--- src/rtl/adder_sum_accum.sv ---
// Sequential sink for the adder benchmark: sums WINDOW accepted samples and
// presents each window total, with a sticky carry-out flag, on a held output handshake.
module adder_sum_accum #(
  parameter int SUM_WIDTH = 3,
  parameter int WINDOW    = 4,
  parameter int ACC_WIDTH = 16
) (
  input  logic                 clk,
  input  logic                 reset,
  input  logic                 in_valid,
  output logic                 in_ready,
  input  logic [SUM_WIDTH-1:0] in_sum,
  output logic                 out_valid,
  input  logic                 out_ready,
  output logic [ACC_WIDTH-1:0] out_total,
  output logic                 out_ovf
);

  // state | meaning
  // ACCUM | accepting samples, in_ready=1, out_valid=0
  // HOLD  | window total presented, out_valid=1, in_ready=0
  localparam logic [0:0] S_ACCUM = 1'b0;
  localparam logic [0:0] S_HOLD  = 1'b1;
  localparam logic [7:0] LAST    = 8'(WINDOW - 1);

  logic [0:0]           r_state;
  logic [ACC_WIDTH-1:0] r_acc;
  logic [7:0]           r_cnt;
  logic                 r_ovf;
  logic [ACC_WIDTH-1:0] r_total;
  logic                 r_out_ovf;

  logic [ACC_WIDTH:0]   w_sum;
  logic                 w_carry;
  logic                 w_xfer_in;
  logic                 w_xfer_out;
  logic                 w_last;

  // Extra top bit of the add captures the carry out of the accumulator width.
  assign w_sum      = {1'b0, r_acc} + (ACC_WIDTH + 1)'(in_sum);
  assign w_carry    = w_sum[ACC_WIDTH];
  assign w_xfer_in  = in_valid && (r_state == S_ACCUM);
  assign w_xfer_out = out_ready && (r_state == S_HOLD);
  assign w_last     = (r_cnt == LAST);

  // Handshake flags decode a single state flop, so they stay glitch-free.
  assign in_ready  = (r_state == S_ACCUM);
  assign out_valid = (r_state == S_HOLD);
  assign out_total = r_total;
  assign out_ovf   = r_out_ovf;

  always_ff @(posedge clk or posedge reset) begin
    if (reset) begin
      r_state   <= S_ACCUM;
      r_acc     <= '0;
      r_cnt     <= '0;
      r_ovf     <= 1'b0;
      r_total   <= '0;
      r_out_ovf <= 1'b0;
    end else begin
      case (r_state)
        S_ACCUM: begin
          if (w_xfer_in) begin
            if (w_last) begin
              r_total   <= w_sum[ACC_WIDTH-1:0];
              r_out_ovf <= r_ovf | w_carry;
              r_acc     <= '0;
              r_ovf     <= 1'b0;
              r_cnt     <= '0;
              r_state   <= S_HOLD;
            end else begin
              r_acc <= w_sum[ACC_WIDTH-1:0];
              r_ovf <= r_ovf | w_carry;
              r_cnt <= 8'(r_cnt + 8'd1);
            end
          end
        end
        S_HOLD: begin
          if (w_xfer_out) begin
            r_state <= S_ACCUM;
          end
        end
        default: r_state <= S_ACCUM;
      endcase
    end
  end

endmodule

--- config.mk ---
export PLATFORM = sky130hd
export DESIGN_NAME = adder_sum_accum
export DESIGN_NICKNAME = d
export VERILOG_FILES = /design/src/rtl/adder_sum_accum.sv
export SDC_FILE = /design/constraint.sdc
export NUM_CORES = 1
export LEC_CHECK = 0
export CAP_MARGIN = 10
export CORE_MARGIN = 3
export CORE_UTILIZATION = 25
export CTS_BUF_LIST = sky130_fd_sc_hd__clkbuf_4 sky130_fd_sc_hd__clkbuf_8
export DETAILED_ROUTE_END_ITERATION = 16
export DONT_BUFFER_PORTS = 1
export SLEW_MARGIN = 10
export SYNTH_ARGS = -nofsm -noshare
export SYNTH_HDL_FRONTEND = slang
export SYNTH_SLANG_ARGS = --single-unit
--- constraint.sdc ---
create_clock -name clk -period 1.7 [get_ports clk]
set_input_delay 0.17 -clock clk [delete_from_list [all_inputs] [get_ports clk]]
set_output_delay 0.17 -clock clk [all_outputs]
set_load 0.01 [all_outputs]
# Word level (Yosys, flattened, before mapping)

Cells that the tools add are included.

Output and inout port bits: 19
Input bits: 7
Bits in registers: 43

Equality and inequality tests: 1
Reduce and logical (&&, ||, !) cells: 4
$add $sub $neg: 2
Bitwise gates (word level): 2
Muxes and demuxes: 7

Operator list:

| cell                  | count |
|---|---|
| $add A16 B3 Y17       | 1 |
| $mux W16              | 1 |
| $add A8 B1 Y8 const B | 1 |
| $eq A8 B2 Y1 const B  | 1 |
| $mux W8               | 1 |
| $mux W1               | 4 |
| $reduce_and A3 Y1     | 1 |
| $logic_and A1 B1 Y1   | 2 |
| $pmux W1 S2           | 1 |
| $reduce_and A2 Y1     | 1 |
| $not A1 Y1            | 1 |
| $or A1 B1 Y1          | 1 |

# Logic depth before layout (Yosys ltp)

Gate-level depths: netlist of the first run.

Depth in word-level cells: 4
Gate-level depth with buffers: 6

# Least setup slack after synthesis of the first run

No wires, ideal clock.

Path kind: register to register
From: register r_acc[0]
To: register r_acc[6]
Period minus slack after synthesis: 1837 ps
Arrival: 1716 ps
Data required time: 1579 ps
Library setup time: 121 ps
Path slack: -137 ps
Stages on the path, launching flop included: 7
Path buffers: 0
Cells stage by stage: dfrtp_1 > ha_1 > fa_1 > a21o_1 > and4_1 > nor2b_1 > a22o_1

Longest elaborated chain between the ends: 2

RTL lines:

| element                | RTL line | RTL |
|---|---|---|
| start, declared        | 27       | `logic [ACC_WIDTH-1:0] r_acc;` |
| start signal, assigned | 72       | `r_acc <= w_sum[ACC_WIDTH-1:0];` |
| $add A16 B3 Y17        | 40       | `assign w_sum = {1'b0, r_acc} + (ACC_WIDTH + 1)'(in_sum);` |
| $mux W16               | 64       | `if (w_last) begin` |

Every way passes these cells.
A chain may end at the register's enable or synchronous reset.

# Final worst setup path of the first run

From: register r_acc[0]
To: register r_acc[12]

Same word-level chain as after synthesis.

==> results.md, run 1 <==
* Outcome: finished with violations
* Failing checks: negative setup slack
* IO Port Bufs at 0
* Pint at 2417 uW
* H-tree lvl count at 2
* First-pass DRT Iterations at 6
* Wire per inst at 14.79 microns
* First-pass GRT wire length at 9011 microns
* Largest family of logic cells by synthesized area: simple AND/OR/NAND/NOR gates
* Crit-path max cell delay at 0.39 ns
* Drt first-iter violations at 108
* Post-Synth Adder-Cell Area at 3.213%
* Fmax at 0.5680 GHz
* Critical path launch point type: flop
* CP max FO at 5
* RSZ-0062 raised after global routing: true
* Register area share after synthesis at 49.34%
* Slowest cell on crit path: dfrtp_1
* Post-synthesis compound-gate area fraction at 15.43%
* Effective utilization at floorplan at 26.15%
* Cell area after layout at 0.002870 sq mm
* Synthesized instance count at 220
* GRT Total Usage at 11.41%
* Psw at 1372 uW
* Setup WS post-layout at -0.06045 ns
* Final setup fails at 6
* Number of antenna diodes at 0
* Syn avg cell area at 9.913 sq um
* Via count at 1760
* Sequential Power Share at 40.3%
* Cell variety after synth at 42
* Commonest cells after routing, fill and taps aside: dfrtp_1, nand2_1, buf_4
* Row count at 33
* DRT Wirelength at 5355 microns
* Post-synth EDFFs at 0
* Pin count of the biggest net entering global routing at 44
* GRT overflow at 0
* Fin crit share at 103.6%
* Fill cells at 875
* #FFs+latches synth at 43
* Clock skew at 0.004438 ns
* Placeable Area at 0.008341 sq mm
* Longest Clk Path Bufs at 2
* DP Area at 0.002514 sq mm
* Synth Area in Simple Gates at 21.23%
* Setup CP Type: flop to flop
* Via-to-Cell Ratio at 4.862
* Xor/xnor cell area share of the yosys netlist at 6.426%
* Top_reg_cell synth: dfrtp_1
* TNS Setup at -0.1774 ns
* CP required at 1.92 ns
* Worst-path clk slew at 0.08 ns
* Syn Std Cell Area at 0.002181 sq mm
* Initial antenna violation count at 0
* Comb pwr share at 41.8%
* Relative slew slack at 61.60%
* DRC at 0
* Clock Power Share at 17.9%
* Top-area cell type share of the netlist area at 49.34%
* Share of layout cells above drive strength 1 at 31.91%
* Power per Cell Area at 1320 mW/mm^2
* Post-synth ARST share at 100.0%
* Ys Warns at 0
* Switching part of the total at 36.21%
* HP Class: primary input to flop
* Worst Tran Pin Value at 0.5759 ns
* CP Capture Type: flop
* Most common cell after layout, fill and taps aside: dfrtp_1
* Slew Limit Fails at 0
* Num CTS Buffers at 5
* Maximum VDD drop at 0.0004089 V
* DP Wirelength at 3551 microns
* CTS tree: done
* GP Congestion at 0.7566
* Die height at 99.40 microns
* Die area at 0.009880 sq mm
* Max-cap check violation count at 0
* Vias in the first global route at 1780
* Final Util at 34.41%
* CTS root buf: clkbuf_8
* Clk_lat worst skew at 0.30 ns
* CP cell instances: ha_2 -> fa_2 -> a21o_4 -> and4_4 -> nand2b_4 -> a31oi_1
* Post-synth net total at 232
* Antenna viol nets, final at 0
* Multiplexer area fraction after synthesis at 0.4590%
* Worst Path Arrival at 1.98 ns
* Leakage at 0.001205 uW
* Clock tree sinks at 43
* IO Pins at 26
* Area leader, netlist: dfrtp_1
* Nets@finish at 269
* Synth area leaders: dfrtp_1, nand2_1, xnor2_1, o21ai_0, nand3_1
* Time the worst path needs with I/O delays and setup at 1.760 ns
* Syn-to-layout area delta at 31.61%
* Chip Width at 99.40 microns
* Fin. Hold Viols at 0
[critical path: cells and delay by family (launching register included)]
family / cells / cell delay, ns
fa+ha+maj: 2 / 0.54
compound gates: 2 / 0.42
simple gates: 2 / 0.33
flops: 1 / 0.39
[sequential cells by signal, indices dropped and copies added, names as in the netlist]
signal / count
out_ovf: 1
out_total: 16
out_valid: 1
r_acc: 16
r_cnt: 8
r_ovf: 1
[cell type report]
class / count / area [sq um] / share of cell area [%]
sequential: 43 / 1077 / 37.53
clock buffer: 6 / 82.58 / 2.877
timing repair buffer: 39 / 341.6 / 11.90
multi-input combinational: 163 / 1214 / 42.28
clock inverter: 1 / 5.005 / 0.1744
inverter: 5 / 18.77 / 0.6539
tap: 105 / 131.4 / 4.577
[layer usage]
| layer | vias to the layer above | wire, microns | share of wire, % | track usage, % |
|---|---|---|---|---|
| met4 | 0 | 72 | 1.3 | 3.466 |
| met1 | 867 | 2426 | 45 | 15.28 |
| met3 | 7 | 341 | 6.4 | 3.506 |
| li1 | 852 | - | - | - |
| met5 | - | 0 | 0 | 0 |
| met2 | 34 | 2514 | 47 | 17.72 |
[final timing paths]
path | startpoint | endpoint | slack (ns) | cells past startpoint
min in group asynchronous | reset | out_total[15] | 0.46 | 3
min | in_sum[0] | out_total[0] | 0.14 | 3
min reg2reg | r_ovf | r_ovf | 0.50 | 2
max in group asynchronous | reset | r_acc[1] | 0.82 | 3
max | r_acc[0] | r_acc[12] | -0.06 | 6
max reg2reg | r_acc[0] | r_acc[12] | -0.06 | 6
[metrics by stage]
| stage | total power [uW] | setup slack, ns | hold WS (ns) | std cells |
|---|---|---|---|---|
| global route | 4069 | -0.1136 | 0.1602 | 362 |
| detailed placement | 2829 | -0.1729 | 0.2507 | 345 |
| finish | 3788 | -0.06045 | 0.1413 | 362 |
| CTS | 3699 | -0.03441 | 0.1450 | 358 |
| floorplan | 2307 | -0.008376 | 0.2664 | 220 |
| global placement | 2786 | -0.08353 | 0.2498 | 345 |
[cell families (layout without fill, tap and decap cells)]
logic type / after synthesis / after routing
multiplexers: 1 / 1
flip-flops: 43 / 43
adder cells (fa/ha/maj): 5 / 5
buffers and inverters: 15 / 51
XOR/XNOR: 16 / 16
AND/OR/NAND/NOR: 88 / 88
AO/OA/AOI/OAI: 52 / 53
[cell usage after synthesis (all sizes together), types with 2 or more instances]
master	n
nand2	32
nor2	12
nand3	13
a22o	5
clkbuf	5
o211ai	6
nand2b	2
buf	5
ha	4
a31oi	5
a21o	2
o21ai	23
and4	5
or4	5
a21oi	8
xor2	5
xnor2	11
or3	6
dfrtp	43
and3	3
nand4	3
nor2b	2
inv	5
[repair_timing]
item,CTS,global route
endpoints found under the setup margin,25,32
hold buffers,2,0
cloned,1,0
resized for setup,15,23
buffers inserted,4,4
pin swaps,9,13
endpoints found under the hold margin,44,0
[power by group through the flow]
stage                     Combinational [uW]  Clock (uW)  Sequential (uW)
final                                   1580         677             1530
after global routing                    1760         740             1570
after CTS                               1460         699             1540
after detailed placement                1280           0             1550
after global placement                  1250           0             1540
after floorplan                          760           0             1550
Power figures use the tool's default switching activity.
==> run 2: changes to the inputs <==
- PLACE_DENSITY_LB_ADDON: not set -> 0.05
==> run 2 against run 1 <==
The flow still finishes with violations (negative setup slack). Count of clock-buffer cells in the layout unchanged. Total power up 5.0%. Global-route usage rose by 0.51 points. Utilization increased by 2.6 points. Critical endpoint is now r_acc[6].
==> results.md, run 2 (synthesized netlist as in run 1, its figures left out) <==
* Outcome: finished with violations
* Failing checks: negative setup slack
* Number of antenna diodes at 0
* Via count at 1786
* Row count at 33
* Hold Crit Start: in_sum[0]
* Crit-path max cell delay at 0.39 ns
* Slowest cell on crit path: dfrtp_1
* CTS tree: done
* Fmax at 0.5593 GHz
* RR Startpoint: r_acc[0]
* Relative slew slack at 54.92%
* Worst Tran Pin Value at 0.6721 ns
* Pin count of the biggest net entering global routing at 28
* First-pass GRT wire length at 9287 microns
* Initial antenna violation count at 0
* Clock skew at 0.008487 ns
* Fin crit share at 105.2%
* CP max FO at 5
* Worst reg2reg path endpoint: r_acc[6]
* HP Class: primary input to flop
* Commonest cells after routing, fill and taps aside: dfrtp_1, nand2_1, buf_4
* IO Port Bufs at 0
* Via-to-Cell Ratio at 4.893
* Share of layout cells above drive strength 1 at 35.77%
* Met1 wire length at 2956 microns
* H-tree lvl count at 2
* Flop2flop setup slack at -0.09 ns
* DRT Wirelength at 6215 microns
* Worst Path Arrival at 1.98 ns
* GRT overflow at 0
* GP Congestion at 0.7149
* Leakage at 0.001279 uW
* Worst r2r path cells at 6
* CP Capture Type: flop
* Most common cell after layout, fill and taps aside: dfrtp_1
* Time the worst path needs with I/O delays and setup at 1.788 ns
* Longest Clk Path Bufs at 2
* Worst path bufs/invs at 0
* Fin. Hold Viols at 0
* Clk_lat worst skew at 0.30 ns
* Chip Width at 99.40 microns
* Die area at 0.009880 sq mm
* Max-cap check violation count at 0
* Setup WS post-layout at -0.08800 ns
* Cell area after layout at 0.003085 sq mm
* CP cell instances: ha_2 -> fa_2 -> a21o_4 -> and4_4 -> nor2b_1 -> a22o_1
* CTS root buf: clkbuf_8
* Nets@finish at 273
* Setup CP Type: flop to flop
* DR top layer: met4
* Vias in the first global route at 1779
* CP required at 1.89 ns
* First-pass DRT Iterations at 4
* Num CTS Buffers at 5
* Worst Setup SP: r_acc[0]
* Slew Limit Fails at 0
* Antenna viol nets, final at 0
* RSZ-0062 raised after global routing: true
* IO Pins at 26
* Critical path launch point type: flop
* Maximum VDD drop at 0.0005501 V
* Syn-to-layout area delta at 41.48%
* Power per Cell Area at 1289 mW/mm^2
* CP endpoint: r_acc[6]
* Routed wl met3 at 257 microns
* WP depth at 6
* Drt first-iter violations at 61
* Top Family by Delay on Critical Path: adder cells
* Placeable Area at 0.008341 sq mm
* Worst-path clk slew at 0.08 ns
* Die height at 99.40 microns
* Clock tree sinks at 43
* Final setup fails at 13
* Metal2 WL at 2933 microns
* GRT Total Usage at 11.92%
* Final Util at 36.99%
* DRC at 0
* Effective utilization at floorplan at 26.15%
* Wire per inst at 17.03 microns
* DP Wirelength at 3735 microns
* DP Area at 0.002511 sq mm
-- run 2: changes by cell type in the layout (fill, tap and decap cells not counted), sizes merged --
cell and delta:
a21oi +1, clkbuf +3, clkinv -1
-- run 2: metal layers --
metal | vias up | track usage [%]
met3 | 5 | 3.296
li1 | 869 | -
met4 | 0 | 3.782
met2 | 27 | 19.52
met1 | 885 | 15.26
met5 | - | 0
-- run 2: worst register-to-register path, delay by kind of cell, from the launching register on --
kind                       cells  cell delay, ns
AOI/OAI and AO/OA              2            0.41
adders and majority gates      2            0.54
DFF                            1            0.39
and+or+nand+nor                2            0.35
-- run 2: layout make-up --
type                       instances  area, sq um
timing repair buffer              42        480.5
fill                             847         5255
clock buffer                       6        76.32
tap                              105        131.4
inverter                           5        18.77
sequential                        43         1077
multi-input combinational        164         1301
-- run 2: repair_timing --
action,4_1_cts,5_1_grt
gates cloned,1,5
pin swaps,6,21
hold buffers,2,0
gates resized for setup,19,45
endpoints found under the setup margin,28,32
endpoints found under the hold margin,17,0
buffers inserted,3,5
-- run 2: stage by stage --
step	TNS (ns)	setup slack [ns]	cells	hold WS [ns]	total power, uW
6_report	-0.5979	-0.08800	365	0.1753	3977
5_1_grt	-2.018	-0.1606	365	0.1902	4269
4_1_cts	-0.7433	-0.08968	355	0.1391	3663
3_5_place_dp	-2.291	-0.2071	343	0.1148	2823
3_3_place_gp	-1.784	-0.1308	343	0.1086	2802
2_1_floorplan	-0.01608	-0.008376	220	0.2664	2307
-- run 2: how the worst min path moves through the flow --
stage	endpoint	slack (ns)	cells after the start
2_1_floorplan	out_valid	0.27	1
3_3_place_gp	out_total[5]	0.11	1
3_5_place_dp	out_total[5]	0.11	1
4_1_cts	out_total[0]	0.14	3
5_1_grt	out_total[0]	0.19	3
6_report	out_total[0]	0.18	3
-- run 2: power by group --
group          total, uW  switching [uW]  internal, uW
logic               1790             868           919
clock network        648             357           291
registers           1540             264          1280
